`config.mk`:
```
export PLATFORM = sky130hd
export DESIGN_NAME = prism_sit_sequencer
export DESIGN_NICKNAME = d
export VERILOG_FILES = /design/src/rtl/prism_sit_sequencer.sv
export SDC_FILE = /design/constraint.sdc
export NUM_CORES = 1
export LEC_CHECK = 0
export ABC_AREA = 1
export CAP_MARGIN = 40
export CORE_ASPECT_RATIO = 1.1
export CORE_MARGIN = 2
export CORE_UTILIZATION = 32
export CTS_CLUSTER_SIZE = 40
export DETAILED_ROUTE_END_ITERATION = 10
export HOLD_SLACK_MARGIN = 0.05
export MAX_ROUTING_LAYER = met4
export PLACE_DENSITY_LB_ADDON = 0.15
export SLEW_MARGIN = 5
export SYNTH_ARGS = -nofsm -noshare
export SYNTH_HDL_FRONTEND = slang
export SYNTH_SLANG_ARGS = --single-unit
```
`constraint.sdc`:
```
create_clock -name clk -period 2.8 [get_ports clk]
set_clock_uncertainty 0.05 [all_clocks]
set_input_delay 0.42 -clock clk [delete_from_list [all_inputs] [get_ports clk]]
set_output_delay 0.42 -clock clk [all_outputs]
set_load 0.01 [all_outputs]
```
`src/rtl/prism_sit_sequencer.sv`:
```
// PRISM SIT sequencer: walks the latch SIT one state at a time. Each state
// gets one ENTER cycle (load counter, drive outputs) followed by EVAL cycles
// that test one condition and choose the next state. A debug port can halt,
// single-step and force the state index.
// WIDTH must be at least 40 so the reserved field slice is well formed.
module prism_sit_sequencer #(
  parameter  int WIDTH  = 80,
  parameter  int DEPTH  = 8,
  localparam int A_BITS = (DEPTH <= 2) ? 1 : $clog2(DEPTH)
) (
  input  logic              clk,
  input  logic              rst_n,
  input  logic              en,
  input  logic              debug_step,
  input  logic              debug_state_wr,
  input  logic [5:0]        debug_state_wdata,
  input  logic [15:0]       in_sig,
  output logic [A_BITS-1:0] raddr1,
  input  logic [WIDTH-1:0]  rdata1,
  output logic [7:0]        out_q,
  output logic              done,
  output logic              err,
  output logic [31:0]       status
);

  typedef enum logic [1:0] {
    PH_ENTER = 2'd0,
    PH_EVAL  = 2'd1,
    PH_STOP  = 2'd2
  } phase_t;

  localparam logic [6:0]        DEPTH_W = 7'(DEPTH);
  localparam logic [A_BITS-1:0] LAST    = A_BITS'(DEPTH - 1);

  phase_t            phase, phase_n;
  logic [A_BITS-1:0] cur_state, state_n;
  logic [15:0]       cnt, cnt_n;
  logic [7:0]        out_n;
  logic              done_n, err_n;

  // SIT entry fields
  logic [2:0]  e_jump;
  logic [3:0]  e_cond_sel;
  logic        e_cond_inv;
  logic [7:0]  e_out_val;
  logic [15:0] e_count_load;
  logic        e_use_count, e_inc_on_false, e_halt_on_true;
  logic        unused_rsvd;

  assign e_jump         = rdata1[2:0];
  assign e_cond_sel     = rdata1[6:3];
  assign e_cond_inv     = rdata1[7];
  assign e_out_val      = rdata1[15:8];
  assign e_count_load   = rdata1[31:16];
  assign e_use_count    = rdata1[32];
  assign e_inc_on_false = rdata1[33];
  assign e_halt_on_true = rdata1[34];
  assign unused_rsvd    = ^rdata1[WIDTH-1:35];

  logic       adv, raw, cond;
  logic [5:0] jump6;
  logic       jump_ok, wdata_ok;

  assign adv      = en | debug_step;
  assign raw      = e_use_count ? (cnt == 16'd0) : in_sig[e_cond_sel];
  assign cond     = raw ^ e_cond_inv;
  assign jump6    = {3'b000, e_jump};
  assign jump_ok  = {4'b0000, e_jump} < DEPTH_W;
  assign wdata_ok = {1'b0, debug_state_wdata} < DEPTH_W;

  assign raddr1 = cur_state;
  assign status = {err, done, phase, 6'b0, cnt, 6'(cur_state)};

  // Next-state logic: debug force beats everything, STOP only exits via force
  always_comb begin
    phase_n = phase;
    state_n = cur_state;
    cnt_n   = cnt;
    out_n   = out_q;
    done_n  = done;
    err_n   = err;
    if (debug_state_wr) begin
      phase_n = PH_ENTER;
      done_n  = 1'b0;
      if (wdata_ok) begin
        state_n = debug_state_wdata[A_BITS-1:0];
      end else begin
        state_n = '0;
        err_n   = 1'b1;
      end
    end else if (adv) begin
      case (phase)
        PH_ENTER: begin
          cnt_n   = e_count_load;
          out_n   = e_out_val;
          phase_n = PH_EVAL;
        end
        PH_EVAL: begin
          // zero test above uses cnt before this decrement
          if (e_use_count && cnt != 16'd0) cnt_n = cnt - 16'd1;
          if (cond && e_halt_on_true) begin
            phase_n = PH_STOP;
            done_n  = 1'b1;
          end else if (cond) begin
            phase_n = PH_ENTER;
            if (jump_ok) begin
              state_n = jump6[A_BITS-1:0];
            end else begin
              state_n = '0;
              err_n   = 1'b1;
            end
          end else if (e_inc_on_false) begin
            phase_n = PH_ENTER;
            state_n = (cur_state == LAST) ? '0 : cur_state + A_BITS'(1);
          end
        end
        default: ;
      endcase
    end
  end

  // State register with async active-low reset
  always_ff @(posedge clk or negedge rst_n) begin
    if (!rst_n) begin
      phase     <= PH_ENTER;
      cur_state <= '0;
      cnt       <= '0;
      out_q     <= '0;
      done      <= 1'b0;
      err       <= 1'b0;
    end else begin
      phase     <= phase_n;
      cur_state <= state_n;
      cnt       <= cnt_n;
      out_q     <= out_n;
      done      <= done_n;
      err       <= err_n;
    end
  end

endmodule

```
Word-level counts from Yosys, hierarchy flattened
Cells that the tools add are included.
Widths: inputs -> output; s select.
Word-level totals
  output and inout bits: 45
  input port bits: 107
  bits in registers: 31
Operators by class
  $lt $le $gt $ge: 2
  bitwise gates (word level): 4
  muxes and demuxes: 23
  add/subtract/negate cells: 2
  reduce and logical (&&, ||, !) cells: 17
  equality and inequality tests: 5
Operator list (number)
  $pmux 16 s2: 1
  $mux 3: 8
  $logic_not 16->1: 1
  $mux 16: 1
  $reduce_bool 16->1: 1
  $sub 16x1->16 const B: 1
  $mux 2: 5
  $reduce_and 3->1: 3
  $reduce_and 4->1: 2
  $reduce_bool 2->1: 4
  $lt 6x4->1 const B: 1
  $mux 1: 6
  $reduce_bool 3->1: 2
  $lt 4x5->1 const B: 1
  $ne 5x5->1 const B: 1
  $bmux 1 s4: 1
  $ne 2x2->1 const B: 2
  $pmux 2 s2: 1
  $add 3x1->3 const B: 1
  $eq 3x3->1 const B: 1
  $eq 2x1->1 const B: 1
  $logic_and 1x1->1: 2
  $logic_not 2->1: 1
  $not 1->1: 2
  other kinds (3): 3

Depth between registers and ports, before layout
  depth in word-level cells: 9
  gate-level depth with buffers: 17
  mapped depth without buffers: 17

Least setup slack after synthesis
OpenSTA, ideal clock, no wires.
  path type: flip-flop to flip-flop
  start: register cnt[0]
  end: register cnt[0]
  cell stages (with the launch flop): 17
  clock period less this slack: 1.994 ns
  required time: 2.623 ns
  slack: 0.806 ns
  data arrival time: 1.818 ns
  cell sequence: dfrtp_1 inv_1 ha_1 inv_1 nor2_4 nand2_2 nor2_4 nand2_2 nor2_2 nand2_2 nand2_4 nand2_2 nand2_4 inv_4 buf_6 o211ai_1 o21ai_1
On the way
  cells in the longest elaborated chain, start to end: 4
Ends and longest elaborated chain
  from (decl): line 37  | logic [15:0] cnt, cnt_n;
  from (signal assigned): line 134  | cnt <= cnt_n;
  branches (longest 4 deep; another with $sub 16x1->16)
Several ways; the timed one is not identified. The select of a mux whose other input is x is not followed.
A chain may end at the register's enable or synchronous reset.

Worst setup path after layout
  start: register cnt[0]
  end: register cur_state[2] (netlist: raddr1[2])
On the way
  cells in the longest elaborated chain, start to end: 8
Ends and longest elaborated chain
  $logic_not 16->1 (*): line 65  | assign raw = e_use_count ? (cnt == 16'd0) : in_sig[e_cond_sel];
  $mux 1 (*): line 65
  $xor 1x1->1 (*): line 66  | assign cond = raw ^ e_cond_inv;
  $mux 3: line 104  | end else if (cond) begin
  $mux 3: line 101  | if (cond && e_halt_on_true) begin
  $mux 3: line 92  | case (phase)
  $mux 3: line 91  | end else if (adv) begin
  $mux 3: line 82  | if (debug_state_wr) begin
  to (signal assigned): line 133  | cur_state <= state_n;
  to (decl): line 36  | logic [A_BITS-1:0] cur_state, state_n;
Mark *: on every way between the ends. The rest lies on a longest branch, timed or not. The select of a mux whose other input is x is not followed.

==> impl_results.md <==
- Detailed Place HPWL: ~4400 um
- Syn. warnings: 0
- Global Route met3 Usage: approximately 3.7%
- DRC Markers: 0
- Reg2reg start: cnt[0]$_DFFE_PN0P_
- CP startpoint: cnt[0]$_DFFE_PN0P_
- Sequential share of the synthesized area: a little over a third
- RSZ-0062 raised after global routing: no
- Maxcap violations: 0
- Commonest non-fill, non-tap cell in the layout: clkdlybuf4s50_1
- Placeable core area: around 0.0066 mm^2
- Reg power frac: about 36%
- Status: completed
- Min Tclk post-route: 2.198 ns
- Hold buffers post-CTS: 0
- Tcrit/Tclk final: 78.50%
- Starting density of the core: roughly a third
- Final antenna diode count: 0
- CP arrival: between 2 and 2.5 ns
- Maximum vdd drop: 0.3064 mV
- Initial antenna violation count: 0
- Synth top area share: between 30% and 40%
- Synth Area per Inst: 7.308 um^2
- Met2 Use GR: 27.08%
- NetSw: approximately 0.00068 W
- DRC marker count from the first detailed-route iteration: between 60 and 70
- CTS tree: built
- Fin. Hold Viols: 0
- Combinational share of power: 43.5%
- H-tree levels: 2
- Vias in the first global route: approximately 2200
- Slew Viols, Final: 0
- PD cells: about 580 mW/mm^2
- WS Path Type: flop to flop
- Cell Area, Synth: approximately 0.0022 mm^2
- R2R setup slack: 0.60 ns
- Worst R2R Path Depth: 15
- GR Overflow Total: 0
- Commonest non-fill, non-tap cells in the layout: clkdlybuf4s50_1 (97), nand2_1 (71), inv_1 (34)
- Vias per inst: 4.644
- Chip Height: 91.10 um
- Cells after synthesis: between 300 and 400
- CTS clk-pin slew, worst paths: 0.07 ns
- Detailed Routing Iterations Pass 1: 4
- Switching Share: between 30% and 40%
- Hold path startpoint: err$_DFFE_PN0P_
- Final setup viols: 0
- CTS Sinks: 31
- Total CTS buffers: 5
- Nets: around 500
- Root buf cell: clkbuf_8
- First-pass GRT wire length: between 9000 and 10000 um
- Post-cts resize count: 0
- CP startpoint kind: flop
- Die Area: 0.007578 mm^2
- Internal Power: ~0.0012 W
- Crit-path max FO: 4
- Hold WC Path Type: flop to flop
- Post-detailed-route count of antenna-violating nets: 0
- Post-CTS Setup Inserts: 0
- Post-synth top area cell: dfrtp_1
- Post-synthesis cell type count: 37
- Area Growth Syn to Fin: 49.38%
- Ranking of synthesized cells by area: dfrtp_1 (35%), nand2_1 (12%), nand3_1 (6.8%), inv_1 (5.8%), buf_4 (4.8%)
- Hold slack: roughly 0.43 ns
- Synth Register Bits: 31
- Required @ worst endpoint: 2.92 ns
- Layout cells sized above 1: between 10% and 20%
- Area of the multi-input gates: 0.001165 mm^2
- # port buffers: between 90 and 100
- Largest net degree at the start of global routing: 32
- Clock Tree Buf Depth: 2
- Routed len/inst: 11.99 um
- Worst hold stages: 1
- Clock Latency Late Sink: 0.28 ns
- I/O pin count: about 150
- P_leak: approximately 1.5 nW
- DR vias: ~2200
- Fmax achieved: around 450 MHz
- Total Routed Length: around 5800 um
- Clock network power share: about a fifth
- CP endpoint kind: flop
- GRT Max-Usage Layer: met2
- Routability cong.: 0.8338
- Total Routing Usage GR: between 10% and 20%
- Reg area: ~780 um^2
- Fillers: roughly 660
- Setup TNS: 0 ns
- Die W: 83.19 um
- Routing usage on met1: between 15 and 20%
- Cell row count: 31
## synth_stat cells, drive strengths merged
| cell | count |
|---|---|
| inv | 38 |
| dfrtp | 31 |
| xor2 | 1 |
| clkinv | 2 |
| or2 | 2 |
| clkbuf | 3 |
| nor3 | 2 |
| nand3 | 33 |
| nor4 | 1 |
| nor2 | 32 |
| o221ai | 2 |
| xnor2 | 1 |
| nand3b | 4 |
| mux2 | 8 |
| a2bb2oi | 1 |
| a21oi | 11 |
| nor3b | 1 |
| buf | 17 |
| ha | 3 |
| o21ai | 17 |
| o22ai | 1 |
| nand2 | 79 |
| a21o | 1 |
| or3 | 1 |
| o211ai | 3 |
| conb | 1 |
| a31oi | 6 |
## kinds of logic after synthesis
| family | share of synthesized area [%] |
|---|---|
| fa+ha+maj | 1.701 |
| simple gates | 33.79 |
| other cells | 0.1699 |
| flops | 35.15 |
| buf+inv | 13.44 |
| mux | 4.082 |
| compound gates | 10.88 |
| xor+xnor | 0.7938 |
## metrics by stage
step	worst slack [ns]	total power [W]	std cells	cell area, um^2	utilization (%)
after floorplan	0.8057	0.001116	310	2237	-
after global placement	0.4085	0.001523	473	3197	48.20
after detailed placement	0.3995	0.001535	473	3197	48.20
after CTS	0.5679	0.001947	481	3297	49.71
after global routing	0.3618	0.002062	481	3297	49.71
final	0.6020	0.001918	481	3297	49.71
## registers in the layout (all words and copies together), names as in the netlist
name and count:
out_q 8, cnt 16, phase 2, done 1, raddr1 3, err 1
## final cells by class
| class | count | share of cell area [%] |
|---|---|---|
| Clock buffer | 8 | 3.036 |
| Inverter | 40 | 4.630 |
| Tap cell | 82 | 3.112 |
| Multi-Input combinational cell | 219 | 35.33 |
| Sequential cell | 31 | 23.53 |
| Timing Repair Buffer | 101 | 30.36 |
## layer usage
metal,vias to the layer above,routed length (um)
li1,1144,-
met1,1017,2630
met2,71,2764
met3,2,340
met4,0,31
met5,-,0
## critical path, stage by stage (launching register included)
cell and delay, ns:
dfrtp_1 0.40, inv_1 0.12, ha_1 0.18, inv_1 0.07, nor2_4 0.11, nand2_2 0.09, nor2_4 0.11, nand2_2 0.07
nor2_2 0.17, nand3_1 0.15, nand3_1 0.18, nand3_1 0.10, nor2_2 0.14, nor2_4 0.05, nand2_1 0.06, nand2_1 0.04
## final timing paths
check                                             end
worst min register to register        err$_DFFE_PN0P_
min in group asynchronous       raddr1[1]$_DFFE_PN0P_
worst max-delay path            raddr1[2]$_DFFE_PN0P_
worst min-delay path                  err$_DFFE_PN0P_
max in group asynchronous        out_q[4]$_DFFE_PN0P_
worst max register to register  raddr1[2]$_DFFE_PN0P_
## power groups by stage
stage          registers [W]  logic [W]  clock network [W]
3_3_place_gp        0.000693   0.000830                  0
6_report            0.000687   0.000835           0.000396
5_1_grt             0.000709   0.000924           0.000429
2_1_floorplan       0.000729   0.000387                  0
4_1_cts             0.000689   0.000843           0.000415
3_5_place_dp        0.000697   0.000839                  0
(Power assumes the default switching activity.)
